===== config.mk =====
export PLATFORM = sky130hd
export DESIGN_NAME = modmul_4051_digit_seq
export DESIGN_NICKNAME = d
export VERILOG_FILES = /design/src/rtl/modmul_4051_digit_seq.sv
export SDC_FILE = /design/constraint.sdc
export NUM_CORES = 1
export LEC_CHECK = 0
export CAP_MARGIN = 20
export CORE_MARGIN = 2
export CORE_UTILIZATION = 38
export DETAILED_ROUTE_END_ITERATION = 10
export PLACE_DENSITY = 0.63
export SLEW_MARGIN = 10
export SYNTH_ARGS = -nofsm -noshare
export SYNTH_HDL_FRONTEND = slang
export SYNTH_SLANG_ARGS = --single-unit

===== constraint.sdc =====
create_clock -name clk -period 3.85 [get_ports clk]
set_clock_uncertainty 0.15 [all_clocks]
set_input_delay 1.155 -clock clk [delete_from_list [all_inputs] [get_ports clk]]
set_output_delay 1.155 -clock clk [all_outputs]
set_load 0.05 [all_outputs]

===== src/rtl/modmul_4051_digit_seq.sv =====
// rtl/modmul_4051_digit_seq.sv - digit-serial (a*b) mod MOD controller driving an external 3x3 weighted LUT bank
//
// Computes z = (a*b) mod MOD for 12-bit operands. Each operand is split into
// four 3-bit digits. The 16 digit pairs are issued to the external LUT bank one
// per cycle. The LUT returns (a_i*b_j*8^(i+j)) mod MOD, and that value is folded
// into a modular accumulator.
//
// Ports:
//   clk, rst_n           clock (rising edge), asynchronous active-low reset
//   in_valid, in_ready   operand handshake; a, b are sampled only on handshake
//   a, b                 12-bit operands, any value 0..4095
//   out_valid, out_ready result handshake; z is held until accepted
//   z                    result, always < MOD
//   busy                 high whenever the controller is not idle
//   lut_x                {b digit, a digit} presented to the LUT bank
//   lut_sel              LUT weight index i+j (0..6)
//   lut_z                LUT result, LUT_LAT cycles after lut_x/lut_sel change
module modmul_4051_digit_seq #(
  parameter int MOD     = 4051,
  parameter int LUT_LAT = 1
) (
  input  logic        clk,
  input  logic        rst_n,
  input  logic        in_valid,
  output logic        in_ready,
  input  logic [11:0] a,
  input  logic [11:0] b,
  output logic        out_valid,
  input  logic        out_ready,
  output logic [11:0] z,
  output logic        busy,
  output logic [5:0]  lut_x,
  output logic [2:0]  lut_sel,
  input  logic [11:0] lut_z
);

  typedef enum logic [1:0] {IDLE, RUN, DRAIN, DONE} state_t;

  localparam logic [11:0] MOD12      = 12'(MOD);
  localparam logic [12:0] MOD13      = 13'(MOD);
  localparam logic [1:0]  DRAIN_LAST = (LUT_LAT > 0) ? 2'(LUT_LAT - 1) : 2'd0;

  state_t      state;
  logic [11:0] a_r;
  logic [11:0] b_r;
  logic [11:0] acc;
  logic [3:0]  k;
  logic [1:0]  drain_cnt;
  logic [1:0]  issue_pipe;

  logic [11:0] a_red;
  logic [11:0] b_red;
  logic [3:0]  k_nxt;
  logic [12:0] sum;
  logic [11:0] acc_next;
  logic        run_now;
  logic        acc_en;

  function automatic logic [2:0] digit(input logic [11:0] v, input logic [1:0] idx);
    case (idx)
      2'd0:    return v[2:0];
      2'd1:    return v[5:3];
      2'd2:    return v[8:6];
      default: return v[11:9];
    endcase
  endfunction

  // One conditional subtract fully reduces any 12-bit input because
  // 4095 - MOD < MOD for any MOD above 2^11.
  assign a_red = (a >= MOD12) ? a - MOD12 : a;
  assign b_red = (b >= MOD12) ? b - MOD12 : b;

  assign k_nxt   = k + 4'd1;
  assign run_now = (state == RUN);

  // A step issued in cycle c is consumed at the end of cycle c+LUT_LAT.
  // The pipe carries "a step is on lut_x" forward so exactly the 16 issued
  // steps get accumulated, even while DRAIN keeps lut_x parked on step 15.
  always_comb begin
    acc_en = 1'b0;
    case (LUT_LAT)
      0:       acc_en = run_now;
      1:       acc_en = issue_pipe[0];
      default: acc_en = issue_pipe[1];
    endcase
    if (!(state == RUN || state == DRAIN)) acc_en = 1'b0;
  end

  always_comb begin
    sum      = {1'b0, acc} + {1'b0, lut_z};
    acc_next = acc;
    if (acc_en) acc_next = (sum >= MOD13) ? 12'(sum - MOD13) : sum[11:0];
  end

  always_ff @(posedge clk or negedge rst_n) begin
    if (!rst_n) begin
      issue_pipe <= 2'b00;
    end else begin
      issue_pipe <= {issue_pipe[0], run_now};
    end
  end

  always_ff @(posedge clk or negedge rst_n) begin
    if (!rst_n) begin
      state     <= IDLE;
      in_ready  <= 1'b1;
      out_valid <= 1'b0;
      busy      <= 1'b0;
      z         <= 12'd0;
      lut_x     <= 6'd0;
      lut_sel   <= 3'd0;
      a_r       <= 12'd0;
      b_r       <= 12'd0;
      acc       <= 12'd0;
      k         <= 4'd0;
      drain_cnt <= 2'd0;
    end else begin
      acc <= acc_next;
      case (state)
        IDLE: begin
          if (in_valid) begin
            a_r       <= a_red;
            b_r       <= b_red;
            acc       <= 12'd0;
            k         <= 4'd0;
            drain_cnt <= 2'd0;
            // Step 0 goes out on the handshake edge so it is on the bus in cycle 1.
            lut_x     <= {b_red[2:0], a_red[2:0]};
            lut_sel   <= 3'd0;
            in_ready  <= 1'b0;
            busy      <= 1'b1;
            state     <= RUN;
          end
        end
        RUN: begin
          if (k == 4'd15) begin
            if (LUT_LAT == 0) begin
              z         <= acc_next;
              out_valid <= 1'b1;
              state     <= DONE;
            end else begin
              state <= DRAIN;
            end
          end else begin
            k       <= k_nxt;
            lut_x   <= {digit(b_r, k_nxt[1:0]), digit(a_r, k_nxt[3:2])};
            lut_sel <= {1'b0, k_nxt[3:2]} + {1'b0, k_nxt[1:0]};
          end
        end
        DRAIN: begin
          if (drain_cnt == DRAIN_LAST) begin
            // Final accumulate lands on this edge; capture it directly.
            z         <= acc_next;
            out_valid <= 1'b1;
            state     <= DONE;
          end else begin
            drain_cnt <= drain_cnt + 2'd1;
          end
        end
        DONE: begin
          if (out_ready) begin
            out_valid <= 1'b0;
            in_ready  <= 1'b1;
            busy      <= 1'b0;
            state     <= IDLE;
          end
        end
        default: state <= IDLE;
      endcase
    end
  end

endmodule


==> run metrics <==
Synth Flop Type sky130_fd_sc_hd__dfrtp_1; Initial Utilization 39.0%; syn_area_per_cell 8.90 um2; type of the setup path with the least slack primary input to flip-flop; I/O pins 64; internal portion of total power 3.23 mW; ratio of cells with drive above 1 in the final layout 21.0%; Period minus WS final 3.77 ns; cell occurring most often along the worst timing path sky130_fd_sc_hd__a21o_1; final hold violations 0; critical path required time roughly 4 ns; total power of the final layout 5.85 mW; net switching power of the design 2.62 mW; IR drop worst, VDD 0.000644 V; areal power density over the cells around 900 nW/um2; DRC viols 0; Post-synth EDFFs 0; via count 4483; number of distinct library cell variants in the gate-level netlist after synthesis a little under 70; clock-pin slew on the worst setup and hold paths approximately 0.05 ns; portion of the clock cycle consumed by the worst path in the final layout 97.9%; horizontal die dimension about 120 um; TritonCTS buffer count 9; kind of start point of the critical path primary input; initial antenna violation count 0; Tightest Pin Transition between 0.7 and 0.8 ns; Switching Fraction 44.8%; combinational power share 62.8%; area fraction of the dominant cell type after synthesis 36.3%; routed wire length per instance 16.5 um; CTS root buf sky130_fd_sc_hd__clkbuf_16; global-route wire length before repair about 22000 um; deepest level of the CTS H-tree 3; synthesized flop and latch total 69; Clock Latency Late Sink roughly 0.32 ns; relative contribution of the clock network to total power 15.2%; number of placement rows 40; worst-path cell with the longest stage delay sky130_fd_sc_hd__clkdlybuf4s50_1; worst path cell trace clkdlybuf4s50_1 -> ha_4 -> a21o_1 -> a21o_1 -> or3_4 -> o211ai_4 -> nand4_4 -> o21ai_4 -> mux2i_2 -> a21oi_1; area added between synthesis and finish 37.5%; worst slew margin relative to its limit a little over half; number of warning messages in the yosys log 0; # nets final 720; Ant. Diodes 0; fraction of the core area covered by cells at the end of the flow 53.6%; largest net degree at the start of global routing 29; Post-CTS Hold Fix Bufs 0; count of nets left with antenna violations after detail routing 0; number of buffers between clock root and the deepest sink 2; CP peak stage delay 0.52 ns; overall routing resource usage 20.7%; CP arrival 3.81 ns; top fanout value on the critical path 8; vertical die dimension 115 um; synthesized netlist net count 594; Netlist Area Pre-Place 4680 um2; leading cell type by number of instances after synthesis sky130_fd_sc_hd__dfrtp_1; static leakage 2.81 nW; drt initial violations 248; detailed placer's ending HPWL 10100 um; total die area between 10000 and 15000 um2; clock tree from TritonCTS built; post-synthesis cell type with the largest combined area sky130_fd_sc_hd__dfrtp_1; final weighted congestion of routability-driven global placement roughly 0.95; Final Max Slew Viols 0; leading cell types by total area after synthesis sky130_fd_sc_hd__dfrtp_1 (36%), sky130_fd_sc_hd__ha_1 (6.9%), sky130_fd_sc_hd__o21ai_0 (5.8%); sum of overflow across all layers after global routing 0; Seq pwr share 22.0%; total number of clock tree sinks just under 70; result of the run finished clean; post-synthesis sequential area ratio between 30% and 40%; most common library cells after synthesis sky130_fd_sc_hd__dfrtp_1 (68), sky130_fd_sc_hd__nand2_1 (66), sky130_fd_sc_hd__o21ai_0 (54), sky130_fd_sc_hd__nor2_1 (33), sky130_fd_sc_hd__a21oi_1 (27); first-pass iteration count of the detailed router 5; nature of the critical path endpoint flip-flop; fraction of synthesis flops using an asynchronous set or reset pin 100%; post-synthesis instance total 526; peak clock frequency supported by timing 265 MHz; number of max-cap violations 0; total wire length after detailed routing 13200 um; class of the tightest hold or removal check flip-flop to flip-flop; count of endpoints failing setup in the final report 0; vias in the first global route 4509; core outline area 12000 um2; post-detailed-route via-to-cell ratio 5.58; Port Buffers 63
## path summary, 6_finish.rpt
check / startpoint / end / slack (ns) / cells past startpoint
hold reg to reg: a_r[5]$_DFFE_PN0P_ / a_r[5]$_DFFE_PN0P_ / 0.32 / 1
hold / removal: a_r[5]$_DFFE_PN0P_ / a_r[5]$_DFFE_PN0P_ / 0.32 / 1
min in group asynchronous: rst_n / b_r[11]$_DFFE_PN0P_ / 0.66 / 1
setup reg to reg: acc[0]$_DFF_PN0_ / z[1]$_DFFE_PN0P_ / 0.75 / 10
max in group asynchronous: rst_n / in_ready$_DFFE_PN1P_ / 2.12 / 2
setup / recovery: lut_z[6] / z[1]$_DFFE_PN0P_ / 0.08 / 10
## area by class of cell
class,instances,area (um2)
clock inverters,4,70.1
fillers,1106,5570
well taps,147,184
repair buffers,139,1210
multi-input cells,418,2940
inverters,15,56.3
flip-flops and latches,69,1730
clock buffers,12,256
## routing by layer
metal / wire [um] / global-route usage [%] / vias up / part of all wire [%]
li1: - / - / 2204 / -
met1: 6060 / 27.6 / 2172 / 46
met2: 6520 / 34.5 / 89 / 49
met3: 455 / 3.58 / 18 / 3.4
met4: 190 / 6.10 / 0 / 1.4
met5: 0 / 0 / - / 0
## layout by cell type, fill, tap and decap left out, types with 6 or more instances in the layout
master	synthesis	layout
sky130_fd_sc_hd__nand2b_1	14	14
sky130_fd_sc_hd__buf_4	1	74
sky130_fd_sc_hd__nor2_1	33	33
sky130_fd_sc_hd__nand4_1	12	12
sky130_fd_sc_hd__dfrtp_1	68	68
sky130_fd_sc_hd__mux2i_1	13	12
sky130_fd_sc_hd__nor3_1	15	15
sky130_fd_sc_hd__clkdlybuf4s50_1	0	61
sky130_fd_sc_hd__a21oi_1	27	24
sky130_fd_sc_hd__clkbuf_16	0	9
sky130_fd_sc_hd__a22o_1	12	12
sky130_fd_sc_hd__nand2_1	66	66
sky130_fd_sc_hd__nand3_1	21	20
sky130_fd_sc_hd__o31ai_1	7	6
sky130_fd_sc_hd__inv_1	15	15
sky130_fd_sc_hd__a21o_1	12	12
sky130_fd_sc_hd__ha_1	26	22
sky130_fd_sc_hd__a31oi_1	6	6
sky130_fd_sc_hd__o21ai_0	54	50
sky130_fd_sc_hd__o21ai_1	4	6
## cells by family after synthesis
group	after synthesis	synth area share, %
xor+xnor	12	2.40
simple gates	194	20.9
flops	69	36.9
compound gates	167	24.1
fa+ha+maj	28	7.80
mux	17	4.46
buf+inv	39	3.47
## critical path, delay by kind of cell
family / cells / cell delay [ns]
simple gates: 2 / 0.57
mux: 1 / 0.29
fa+ha+maj: 1 / 0.24
compound gates: 5 / 1.05
buf+inv: 1 / 0.52
## through the flow
step,hold slack [ns],TNS [ns],worst slack (ns),std cells,area (um2)
final,0.317,0,0.0799,804,6440
after global placement,0.310,-6.74,-0.347,786,5940
after detailed placement,0.312,-7.70,-0.401,787,5950
after global routing,0.348,-0.0203,-0.0129,804,6440
after CTS,0.323,0,0.0100,803,6310
after floorplan,0.294,0,0.0658,526,4680
## state kept, by name (all words and copies together) (netlist names)
signal / cells
drain_cnt: 2
z: 12
a_r: 12
busy: 1
lut_x: 6
issue_pipe: 1
lut_sel: 3
in_ready: 1
b_r: 12
acc: 12
out_valid: 1
k: 4
state: 2
## power by group through the flow
stage	clock network [mW]	registers [mW]	logic (mW)
3_5_place_dp	0	1.29	3.43
5_1_grt	0.937	1.32	4.02
6_report	0.890	1.28	3.67
4_1_cts	0.904	1.28	3.52
3_3_place_gp	0	1.28	3.36
2_1_floorplan	0	1.57	1.84
## what timing repair did
action,in CTS,in global routing
setup endpoints to repair,15,24
resized for setup,9,27
pin swaps,4,15
setup buffers,0,1
gates cloned,0,0
Power figures use the tool's default switching activity.
